## config.mk

```make
export PLATFORM = sky130hd
export DESIGN_NAME = psg_mixdown
export DESIGN_NICKNAME = d
export VERILOG_FILES = /design/src/rtl/psg_mixdown.sv
export SDC_FILE = /design/constraint.sdc
export NUM_CORES = 1
export LEC_CHECK = 0
export CORE_MARGIN = 2
export CORE_UTILIZATION = 60
export DETAILED_ROUTE_END_ITERATION = 12
export GPL_TIMING_DRIVEN = 1
export PLACE_DENSITY_LB_ADDON = 0.25
export RECOVER_POWER = 50
export SYNTH_ARGS = -nofsm -noshare
export SYNTH_HDL_FRONTEND = slang
export SYNTH_SLANG_ARGS = --single-unit
```

## constraint.sdc

```tcl
create_clock -name clk -period 6.1 [get_ports clk]
set_clock_uncertainty 0.1 [all_clocks]
set_input_delay 1.22 -clock clk [delete_from_list [all_inputs] [get_ports clk]]
set_output_delay 1.22 -clock clk [all_outputs]
set_load 0.05 [all_outputs]
```

## src/rtl/psg_mixdown.sv

```systemverilog
`default_nettype none
// =============================================================================
// Module      : psg_mixdown
// Description : Sums the two PSG outputs, decimates by 2^LOG2DIV, DC-blocks
//               and saturates into a 16-bit signed PCM stream with a strobe.
// Revision    : 1.0 - initial release
// =============================================================================
module psg_mixdown #(
  parameter int LOG2DIV = 4,
  parameter int DCK     = 8
) (
  input  logic               clk,
  input  logic               reset,
  input  logic [7:0]         in0,
  input  logic [7:0]         in1,
  input  logic [1:0]         mute,
  input  logic               dcbyp,
  output logic signed [15:0] sout,
  output logic               svld
);

  localparam int AW = 9 + LOG2DIV;

  // Stage A: window counter, accumulator and window mean
  logic [LOG2DIV-1:0] cnt_q,   cnt_d;
  logic [AW-1:0]      acc_q,   acc_d;
  logic [8:0]         avg_q,   avg_d;
  logic               va_q,    va_d;

  // Stage B: differentiator history, leaky integrator and output registers
  logic signed [16:0] xprev_q, xprev_d;
  logic signed [27:0] yacc_q,  yacc_d;
  logic               first_q, first_d;
  logic signed [15:0] sout_q,  sout_d;
  logic               svld_q,  svld_d;

  logic [8:0]         w_sum;
  logic [AW-1:0]      w_acc_sum;
  logic               w_wrap;
  logic signed [16:0] w_x;
  logic signed [17:0] w_d;
  logic signed [27:0] w_dsh;
  logic signed [27:0] w_leak;
  logic signed [27:0] w_yacc_nx;
  logic signed [19:0] w_y;
  logic signed [15:0] w_ysat;
  logic signed [15:0] w_byp;

  always_comb begin
    w_sum     = (mute[0] ? 9'd0 : {1'b0, in0}) + (mute[1] ? 9'd0 : {1'b0, in1});
    w_acc_sum = acc_q + AW'(w_sum);
    w_wrap    = (cnt_q == {LOG2DIV{1'b1}});
  end

  always_comb begin
    w_x       = $signed({1'b0, avg_q, 7'd0});
    // The very first sample only seeds the history so power-up gives no step
    w_d       = first_q ? 18'sd0
                        : ($signed({w_x[16], w_x}) - $signed({xprev_q[16], xprev_q}));
    w_dsh     = $signed({{2{w_d[17]}}, w_d, 8'd0});
    w_leak    = yacc_q >>> DCK;
    w_yacc_nx = yacc_q + w_dsh - w_leak;
    w_y       = w_yacc_nx[27:8];
    if (w_y > 20'sd32767) begin
      w_ysat = 16'sh7fff;
    end else if (w_y < -20'sd32768) begin
      w_ysat = 16'sh8000;
    end else begin
      w_ysat = w_y[15:0];
    end
    w_byp     = $signed({1'b0, avg_q, 6'd0}) - 16'sd16384;
  end

  always_comb begin
    cnt_d   = cnt_q + LOG2DIV'(1);
    acc_d   = w_wrap ? '0 : w_acc_sum;
    avg_d   = w_wrap ? w_acc_sum[AW-1:LOG2DIV] : avg_q;
    va_d    = w_wrap;
    xprev_d = xprev_q;
    yacc_d  = yacc_q;
    first_d = first_q;
    sout_d  = sout_q;
    svld_d  = va_q;
    // The filter keeps running in bypass so leaving bypass causes no jump
    if (va_q) begin
      xprev_d = w_x;
      yacc_d  = w_yacc_nx;
      first_d = 1'b0;
      sout_d  = dcbyp ? w_byp : w_ysat;
    end
  end

  always_ff @(posedge clk) begin
    if (reset) begin
      cnt_q   <= '0;
      acc_q   <= '0;
      avg_q   <= '0;
      va_q    <= 1'b0;
      xprev_q <= '0;
      yacc_q  <= '0;
      first_q <= 1'b1;
      sout_q  <= '0;
      svld_q  <= 1'b0;
    end else begin
      cnt_q   <= cnt_d;
      acc_q   <= acc_d;
      avg_q   <= avg_d;
      va_q    <= va_d;
      xprev_q <= xprev_d;
      yacc_q  <= yacc_d;
      first_q <= first_d;
      sout_q  <= sout_d;
      svld_q  <= svld_d;
    end
  end

  assign sout = sout_q;
  assign svld = svld_q;

endmodule
`default_nettype wire

```

==> summary.md <==
| Metric | Value |
|---|---|
| Commonest non-fill, non-tap cell in the layout | `dfxtp_1` |
| Worst Path Required | `between 6000 and 7000 ps` |
| Core area | `between 9000 and 10000 um2` |
| Top-area cell type share of the netlist area | `around 28%` |
| Gate Count Post-Synth | `691` |
| Fin crit share | `between 90% and 100%` |
| Synth Register Bits | `between 80 and 90` |
| Worst skew pair latency | `360 ps` |
| RSZ-0062 raised after global routing | `false` |
| Clock root cell | `clkbuf_8` |
| Vias in the first global route | `approximately 5000` |
| Cell Rows | `36` |
| Sink Count | `82` |
| Worst path max stage delay | `~480 ps` |
| Failing checks | `max-capacitance violations, max-slew violations` |
| Drt first-iter violations | `approximately 300` |
| Worst Setup Path Type | `reg -> reg` |
| Fin Setup TNS | `0 ps` |
| Hold Crit Class | `reg -> reg` |
| Routed Antenna Nets | `0` |
| Max cap viols | `1` |
| Final setup vio count | `0` |
| RD Place Congestion | `between 0.9 and 1` |
| Clock slew at reported path FFs | `around 90 ps` |
| Synth Cell Area | `around 6000 um2` |
| Crit start category | `flop` |
| Setup ws final | `between 400 and 500 ps` |
| Maximum clock frequency | `176.8 MHz` |
| # diodes | `0` |
| Starting Density | `around 61%` |
| Layout cells sized above 1 | `between 4 and 5%` |
| Pins Over Slew Limit | `between 40 and 50` |
| Crit Path Max Fanout | `12` |
| DR DRC count | `0` |
| Pleak | `approximately 2.7 nW` |
| CTS resizes | `0` |
| Crit path arrival time | `roughly 5800 ps` |
| WHS | `roughly 350 ps` |
| Worst path slowest cell | `fa_1` |
| I/O Buffers | `37` |
| Drt first pass iters | `5` |
| Synth Area per Inst | `8.514 um2` |
| Maximum vdd drop | `~0.00021 V` |
| Final Cell Area | `approximately 6600 um2` |
| Worst setup EP type | `flop` |
| CTS Buffer Depth | `2` |
| Post-CTS Setup Inserts | `0` |
| Status | `complete, but fails checks` |
| Hpwl dp | `approximately 11000 um` |
| Largest net degree at the start of global routing | `48` |
| Area delta synth->final | `11.89%` |
| Core Util, Final | `68.29%` |
| Syn nets | `794` |
| Most area-hungry cell type in the Yosys netlist | `dfxtp_1` |
| Layout Nets | `824` |
| WL/cell | `between 15 and 20 um` |
| Number of I/O pins | `38` |
| Initial antenna violation count | `0` |
| GRT overflow | `0` |
| First-pass GRT wire length | `around 24000 um` |
| Yosys cell types | `51` |
| Seq/Total Area, Yosys | `27.90%` |
| H-tree levels | `3` |
| Die Area | `between 10000 and 15000 um2` |
| Worst slack at placement | `slightly below 600 ps` |
| DP Area | `around 6400 um2` |
| Final min period | `5657 ps` |
| Main area contributors after synthesis | `dfxtp_1, ha_1, fa_1` |
| WL final | `around 14000 um` |
| Global Route Usage Sum | `between 20% and 30%` |
| CTS tree | `yes` |
| FFs w/ async S/R, synth | `0%` |
| Worst slew margin | `-18.27%` |
| Most frequent cells in the layout | `dfxtp_1, inv_1, nor2_1` |
| Post-synth EDFFs | `0` |
| Die width | `103.0 um` |
| Num CTS Buffers | `9` |
| Worst Tran Pin Value | `1774 ps` |
| P per Cell Area | `between 150 and 200 nW/um2` |
| Detailed-route via count | `between 5000 and 6000` |
| Final hold vios | `0` |
| Die height | `103.0 um` |
| Ys flop type | `dfxtp_1` |
| DR vias/cell | `~6` |
| Hold Buf Count CTS | `0` |
| Yosys warns | `0` |
[state kept, by name (all words and copies together) (netlist names)]
name / flops
svld_d: 1
acc_q: 13
first_q: 1
cnt_q: 4
yacc_q: 28
sout: 16
xprev_q: 9
svld: 1
avg_q: 9
[report_power, final]
part / switching [mW] / internal [mW]
Combinational: 0.120 / 0.0955
Clock: 0.203 / 0.242
Sequential: 0.0159 / 0.562
Total: 0.339 / 0.899
[cell families (layout without fill, tap and decap cells)]
logic type / count (synthesis) / count (layout) / share of synthesized area, %
buf+inv: 94 / 129 / 6.040
fa+ha+maj: 82 / 82 / 20.37
flops: 82 / 82 / 27.90
compound gates: 164 / 164 / 17.63
mux: 33 / 33 / 5.636
simple gates: 199 / 199 / 16.78
xor+xnor: 37 / 37 / 5.636
[layer usage]
layer / vias to the layer above / part of all wire (%) / GRT usage, %
met1: 2387 / 46 / 39.36
met3: 33 / 6.1 / 6.305
met2: 172 / 45 / 45.00
li1: 2440 / - / -
met4: 0 / 3.1 / 11.64
met5: - / 0 / 0
[final cells by class]
cell class	instances	area [um2]
clock buffers	10	137.6
inverters	72	270.3
multi-input cells	515	3886
fillers	838	3057
repair buffers	41	390.4
flip-flops and latches	82	1643
well taps	133	166.4
clock inverters	6	88.84
[worst max-delay path: cells and delay by family, from the launching register on]
kind / cells / cell delay [ps]
muxes: 1 / 350
adders and majority gates: 4 / 1450
and+or+nand+nor: 5 / 780
xor gates and xnor gates: 1 / 130
DFF: 1 / 330
buffers and inverters: 3 / 360
AOI/OAI and AO/OA: 11 / 2030
[path summary, 6_finish.rpt]
path | startpoint | to | slack [ps] | cells after the start
min | cnt_q[0] | cnt_q[0] | 350 | 1
max reg2reg | avg_q[0] | sout[14] | 440 | 25
max | avg_q[0] | sout[14] | 440 | 25
min reg2reg | cnt_q[0] | cnt_q[0] | 350 | 1
[per-stage QoR]
step | total power, mW | std cells
after floorplan | 0.7436 | 691
after CTS | 1.244 | 859
final | 1.238 | 859
after global routing | 1.297 | 859
after detailed placement | 0.8023 | 843
after global placement | 0.7925 | 843
[cells in the mapped netlist (4+ instances only)]
cell type,count
dfxtp_1,82
inv_1,71
nor2_1,71
ha_1,59
o21ai_0,51
a21oi_1,41
mux2i_1,32
nand2_1,30
xnor2_1,25
fa_1,23
nor2b_1,22
clkbuf_1,17
nand3_1,16
a211oi_1,13
a21o_1,11
xor2_1,11
and2_1,9
nand2b_1,9
nor3_1,9
nand3b_1,7
a31oi_1,6
nand4_1,6
o211ai_1,6
o21a_1,5
or2_2,5
a21boi_0,4
a311o_1,4
o31ai_1,4
or3_1,4
No activity file was read; power rests on OpenSTA's default activity.
